**src/rtl/muldiv_sequencer_if.sv**
```systemverilog
// Handshake bundle between the control unit (master) and the mul/div sequencer (slave).
// start_mult/start_div are levels; the sequencer samples them only on an edge where it can accept.
interface muldiv_sequencer_if;
  logic       start_mult;
  logic       start_div;
  logic       divisor_zero;
  logic       mult_init;
  logic       div_init;
  logic       hilo_sel;
  logic       hi_load;
  logic       lo_load;
  logic       busy;
  logic       done;
  logic       div_zero_exc;
  logic [5:0] cycle_count;

  modport master (
    output start_mult, start_div, divisor_zero,
    input  mult_init, div_init, hilo_sel, hi_load, lo_load, busy, done,
           div_zero_exc, cycle_count
  );

  modport slave (
    input  start_mult, start_div, divisor_zero,
    output mult_init, div_init, hilo_sel, hi_load, lo_load, busy, done,
           div_zero_exc, cycle_count
  );
endinterface

```
**src/rtl/muldiv_sequencer.sv**
```systemverilog
// Issues init pulses to the shared multiplier/divider, counts their fixed latency,
// then loads HI/LO and pulses done; divide-by-zero raises an exception instead.
module muldiv_sequencer #(
  parameter int WIDTH       = 32,
  parameter int MULT_CYCLES = 32,
  parameter int DIV_CYCLES  = 32
) (
  input  logic                 clk,
  input  logic                 reset,
  muldiv_sequencer_if.slave    bus,
  output logic [2:0]           fsm_state
);

  typedef enum logic [2:0] {
    IDLE      = 3'd0,
    MULT_RUN  = 3'd1,
    DIV_RUN   = 3'd2,
    WRITEBACK = 3'd3,
    DONE      = 3'd4,
    DZ_EXC    = 3'd5
  } state_t;

  // WIDTH only documents the operand size; it never gates the load values.
  localparam logic [5:0] MULT_LOAD = (WIDTH > 0) ? 6'(MULT_CYCLES - 1) : 6'd0;
  localparam logic [5:0] DIV_LOAD  = (WIDTH > 0) ? 6'(DIV_CYCLES - 1)  : 6'd0;

  state_t     state;
  logic [5:0] counter;

  assign fsm_state       = state;
  assign bus.cycle_count = counter;

  always_ff @(posedge clk) begin
    if (reset) begin
      state            <= IDLE;
      counter          <= 6'd0;
      bus.mult_init    <= 1'b0;
      bus.div_init     <= 1'b0;
      bus.hilo_sel     <= 1'b0;
      bus.hi_load      <= 1'b0;
      bus.lo_load      <= 1'b0;
      bus.busy         <= 1'b0;
      bus.done         <= 1'b0;
      bus.div_zero_exc <= 1'b0;
    end else begin
      bus.mult_init    <= 1'b0;
      bus.div_init     <= 1'b0;
      bus.hi_load      <= 1'b0;
      bus.lo_load      <= 1'b0;
      bus.done         <= 1'b0;
      bus.div_zero_exc <= 1'b0;

      case (state)
        // DONE accepts like IDLE so back-to-back issue loses no cycle.
        IDLE, DONE: begin
          if (bus.start_mult) begin
            state         <= MULT_RUN;
            counter       <= MULT_LOAD;
            bus.mult_init <= 1'b1;
            bus.hilo_sel  <= 1'b1;
            bus.busy      <= 1'b1;
          end else if (bus.start_div && bus.divisor_zero) begin
            state            <= DZ_EXC;
            bus.div_zero_exc <= 1'b1;
            bus.busy         <= 1'b0;
          end else if (bus.start_div) begin
            state        <= DIV_RUN;
            counter      <= DIV_LOAD;
            bus.div_init <= 1'b1;
            bus.hilo_sel <= 1'b0;
            bus.busy     <= 1'b1;
          end else begin
            state    <= IDLE;
            bus.busy <= 1'b0;
          end
        end

        MULT_RUN, DIV_RUN: begin
          bus.busy <= 1'b1;
          if (counter == 6'd0) begin
            state       <= WRITEBACK;
            bus.hi_load <= 1'b1;
            bus.lo_load <= 1'b1;
          end else begin
            counter <= counter - 6'd1;
          end
        end

        WRITEBACK: begin
          state    <= DONE;
          bus.done <= 1'b1;
          bus.busy <= 1'b0;
        end

        DZ_EXC: begin
          state    <= IDLE;
          bus.busy <= 1'b0;
        end

        default: begin
          state    <= IDLE;
          counter  <= 6'd0;
          bus.busy <= 1'b0;
        end
      endcase
    end
  end

endmodule
```
**src/flat_wrapper.sv**
```systemverilog
// flat-port wrapper written by rule: the top's interface ports become plain ports
module muldiv_sequencer_flat 
#(
  parameter int WIDTH       = 32,
  parameter int MULT_CYCLES = 32,
  parameter int DIV_CYCLES  = 32
)
  (clk, reset, fsm_state, bus_start_mult, bus_start_div, bus_divisor_zero, bus_mult_init, bus_div_init, bus_hilo_sel, bus_hi_load, bus_lo_load, bus_busy, bus_done, bus_div_zero_exc, bus_cycle_count);
  muldiv_sequencer_if bus_i ();
  input  logic clk;
  input  logic reset;
  output logic [2:0] fsm_state;
  input wire logic [$bits(bus_i.start_mult)-1:0] bus_start_mult;
  input wire logic [$bits(bus_i.start_div)-1:0] bus_start_div;
  input wire logic [$bits(bus_i.divisor_zero)-1:0] bus_divisor_zero;
  output wire logic [$bits(bus_i.mult_init)-1:0] bus_mult_init;
  output wire logic [$bits(bus_i.div_init)-1:0] bus_div_init;
  output wire logic [$bits(bus_i.hilo_sel)-1:0] bus_hilo_sel;
  output wire logic [$bits(bus_i.hi_load)-1:0] bus_hi_load;
  output wire logic [$bits(bus_i.lo_load)-1:0] bus_lo_load;
  output wire logic [$bits(bus_i.busy)-1:0] bus_busy;
  output wire logic [$bits(bus_i.done)-1:0] bus_done;
  output wire logic [$bits(bus_i.div_zero_exc)-1:0] bus_div_zero_exc;
  output wire logic [$bits(bus_i.cycle_count)-1:0] bus_cycle_count;
  assign bus_i.start_mult = bus_start_mult;
  assign bus_i.start_div = bus_start_div;
  assign bus_i.divisor_zero = bus_divisor_zero;
  assign bus_mult_init = bus_i.mult_init;
  assign bus_div_init = bus_i.div_init;
  assign bus_hilo_sel = bus_i.hilo_sel;
  assign bus_hi_load = bus_i.hi_load;
  assign bus_lo_load = bus_i.lo_load;
  assign bus_busy = bus_i.busy;
  assign bus_done = bus_i.done;
  assign bus_div_zero_exc = bus_i.div_zero_exc;
  assign bus_cycle_count = bus_i.cycle_count;
  muldiv_sequencer #(.WIDTH(WIDTH), .MULT_CYCLES(MULT_CYCLES), .DIV_CYCLES(DIV_CYCLES)) u_core (.clk(clk), .reset(reset), .bus(bus_i), .fsm_state(fsm_state));
endmodule
```
**config.mk**
```make
export PLATFORM = sky130hd
export DESIGN_NAME = muldiv_sequencer_flat
export DESIGN_NICKNAME = d
export VERILOG_FILES = /design/src/rtl/muldiv_sequencer_if.sv /design/src/rtl/muldiv_sequencer.sv /design/src/flat_wrapper.sv
export SDC_FILE = /design/constraint.sdc
export NUM_CORES = 1
export LEC_CHECK = 0
export CORE_MARGIN = 2
export CORE_UTILIZATION = 41
export DETAILED_ROUTE_END_ITERATION = 8
export PLACE_DENSITY_LB_ADDON = 0.08
export SLEW_MARGIN = 20
export SYNTH_ARGS = -nofsm -noshare
export SYNTH_HDL_FRONTEND = slang
export SYNTH_SLANG_ARGS = --single-unit
```
**constraint.sdc**
```tcl
create_clock -name clk -period 1.5 [get_ports clk]
set_input_delay 0.3 -clock clk [delete_from_list [all_inputs] [get_ports clk]]
set_output_delay 0.3 -clock clk [all_outputs]
set_load 0.05 [all_outputs]
```
==> run summary <==
Status = finished with violations
Failing checks = setup timing
Syn Area/Cell = 8.36 sq um
Mapped Nets = 98
DR vias/cell = 5.24
HP Class = reg -> reg
Die area = 2220 sq um
IO buf count = 21
CP endpoint kind = flip-flop
End of the worst hold path = u_core.bus.done$_SDFF_PP0_
Average wire per standard cell = 14.6 um
CTS Hold Buffers Added = 0
P&R area growth vs syn = 88.5%
Worst Tran Pin Value = 0.373 ns
Initial detailed-routing violation count = 15
MaxCap Viol Count = 0
I/O pin total = 22
Diode count = 0
Ranking of synthesized cells by area = dfxtp_1 42%, a21oi_1 6.6%, nor2_1 5.4%
Met3 wire len = 108 um
Top-count cell post-synth = dfxtp_1
CTS Sinks = 16
Startpoint Class = flip-flop
Cell family with most CP delay = compound AO/OA/AOI/OAI gates
DRC Markers = 0
Sequential share of power = 27.9%
ANT nets after route = 0
Total track usage = 22.7%
Clk slew on worst S/H paths = 0.10 ns
Slowest CP cell = dfxtp_4
Worst-Skew Late Latency = 0.30 ns
Post-route setup TNS = -1.02 ns
Dpl cells = 154
Core region area = 1730 sq um
Final Cycle Share = 112%
Worst Path Required = 1.69 ns
Max Clock Freq = 594 MHz
FF+latch count, synth = 16
Die width = 47.1 um
Final hold vios = 0
Initial core utilization = 44.1%
Non-Filler Instances = 163
Root buffer cell = clkbuf_4
Met2 Routed Length = 1240 um
Vias in the first global route = 790
Worst Reg-to-Reg Cells = 8
Hold depth = 2
Cts bufs inserted = 3
EDFF count, synth = 0
Switch Pwr = 805 uW
VDD IR-drop max = 1.30 mV
Hold_ws = 0.525 ns
Final Max Slew Viols = 0
Lkg Pwr = 0.000605 uW
Worst Path Buf+Inv = 2
WL met1 = 992 um
Max incr delay on CP = 0.38 ns
Util after Layout = 83.0%
Post-layout nets = 146
Mapped Cells = 91
# H-tree levels = 1
Pin count of the biggest net entering global routing = 11
Initial antenna violation count = 0
Share of layout cells above drive strength 1 = 47.1%
Clock share of power = 14.7%
Via count = 854
Reg-to-reg endpoint = u_core.bus.cycle_count[3]$_SDFFE_PP0P_
Flop-to-flop setup slack = -0.18 ns
CP Cell Sequence = inv_4 -> ha_4 -> nor3b_4 -> nand2_1 -> a221oi_2 -> buf_4 -> o21bai_1 -> a21oi_1
DP HPWL = 1590 um
Routed WL = 2380 um
Combinational power share = 57.4%
# rows = 15
CP Class = reg -> reg
Overflow after GRT = 0
Yosys top cell by area = dfxtp_1
Worst Hold Launch = u_core.fsm_state[0]$_SDFFE_PP0P_
RR Startpoint = u_core.bus.cycle_count[0]$_SDFFE_PP0P_
Endpoints failing setup = 6
Die H = 47.1 um
First drt pass iteration count = 4
Overall power = 2020 uW
Crit path time final = 1.68 ns
Mapped Area = 761 sq um
Worst EP arrival = 1.88 ns
Placer Congestion = 0.792
Crit-path max FO = 6
Global-route wire length before repair = 3410 um
YS warnings = 0
Max layer used = met4
Clock Skews = 0.00277 ns
Unrepaired setup endpoints after global routing = yes
Synth top cells by count = 16 x dfxtp_1, 11 x nor2_1, 10 x a21oi_1, 7 x o21ai_0, 6 x nand2_1
Synth Flop Type = dfxtp_1
Post-synthesis sequential area ratio = 42.1%
Internal power = 1220 uW
Distinct cells, synth = 31
Yosys top cell area share = 42.1%
CTS tree = yes
Sw Share = 39.8%
Async set or reset register ratio after synthesis = 0%
P per Cell Area = 1410 nW/um^2
Final setup margin = -0.184 ns
Slew HR = 74.8%
Clk buf depth = 2
==> worst max path at each step <==
stage	startpoint	end	slack, ns	cells after the start
floorplan	u_core.bus.cycle_count[0]$_SDFFE_PP0P_	u_core.bus.cycle_count[3]$_SDFFE_PP0P_	-0.15	8
global placement	bus_divisor_zero	u_core.bus.cycle_count[5]$_SDFFE_PP0P_	-0.34	7
detailed placement	bus_divisor_zero	u_core.bus.cycle_count[5]$_SDFFE_PP0P_	-0.38	7
CTS	u_core.bus.cycle_count[1]$_SDFFE_PP0P_	u_core.bus.cycle_count[3]$_SDFFE_PP0P_	-0.17	8
global route	u_core.bus.cycle_count[0]$_SDFFE_PP0P_	u_core.bus.cycle_count[1]$_SDFFE_PP0P_	-0.23	8
finish	u_core.bus.cycle_count[0]$_SDFFE_PP0P_	u_core.bus.cycle_count[3]$_SDFFE_PP0P_	-0.18	8
==> area by class of cell <==
cell class	instances	area (sq um)
well taps	25	31.3
repair buffers	47	573
fillers	109	293
flip-flops and latches	16	332
multi-input cells	68	445
inverters	3	16.3
clock buffers	4	36.3
==> through the flow <==
step                setup slack (ns)  instance area, sq um
floorplan                     -0.152                   778
global placement              -0.341                  1320
detailed placement            -0.377                  1320
CTS                           -0.174                  1420
global route                  -0.230                  1430
finish                        -0.184                  1430
==> state kept, by name, indices dropped and copies added (netlist names) <==
register                 cells
u_core.bus.cycle_count       6
u_core.bus.busy              1
u_core.bus.done              1
u_core.bus.hilo_sel          1
u_core.fsm_state             3
u_core.bus.div_init          1
u_core.bus.div_zero_exc      1
u_core.bus.mult_init         1
u_core.bus.hi_load           1
==> cells by family after synthesis <==
kind of cell | count (synthesis) | synth area share (%)
AND/OR/NAND/NOR | 38 | 26.8
AO/OA/AOI/OAI | 27 | 22.0
flip-flops | 16 | 42.1
buffers and inverters | 7 | 4.60
adder cells (fa/ha/maj) | 2 | 3.29
XOR/XNOR | 1 | 1.15
==> power by group through the flow <==
stage	Sequential, uW	Clock, uW	Combinational [uW]
after floorplan	777	0	323
after detailed placement	567	0	1050
after CTS	561	298	1120
after global routing	572	318	1230
final	565	297	1160
after global placement	565	0	1020
==> metal layers <==
layer | global-route usage (%) | vias up
met4 | 12.2 | 0
met3 | 2.69 | 5
met2 | 37.5 | 29
li1 | - | 413
met5 | 0 | -
met1 | 28.9 | 407
==> cell usage in the layout (no fill, tap or decap), drive strengths merged, types with 2 or more instances in the layout <==
cell           Yosys  layout
buf                3      43
dfxtp             16      16
nor2              11      11
a21oi             10      10
o21ai              7       7
nand2              6       6
nand2b             4       4
nor3               4       4
clkdlybuf4s50      0       4
clkbuf             1       4
o21bai             3       3
inv                3       3
or3                3       3
or2                2       2
nor4               2       2
a211oi             2       2
nor3b              2       2
ha                 2       2
==> tightest hold or removal path, cell delays in order (launching register included) <==
cell and delay (ns):
dfxtp_2 0.34, inv_2 0.08, nor4b_1 0.07
==> timing repair <==
item | 4_1_cts | 5_1_grt
endpoints found under the hold margin | 0 | 0
cloned | 1 | 0
gates resized for setup | 9 | 2
endpoints found under the setup margin | 6 | 7
setup buffers | 3 | 1
pin swaps | 5 | 5
Power figures use the tool's default switching activity.
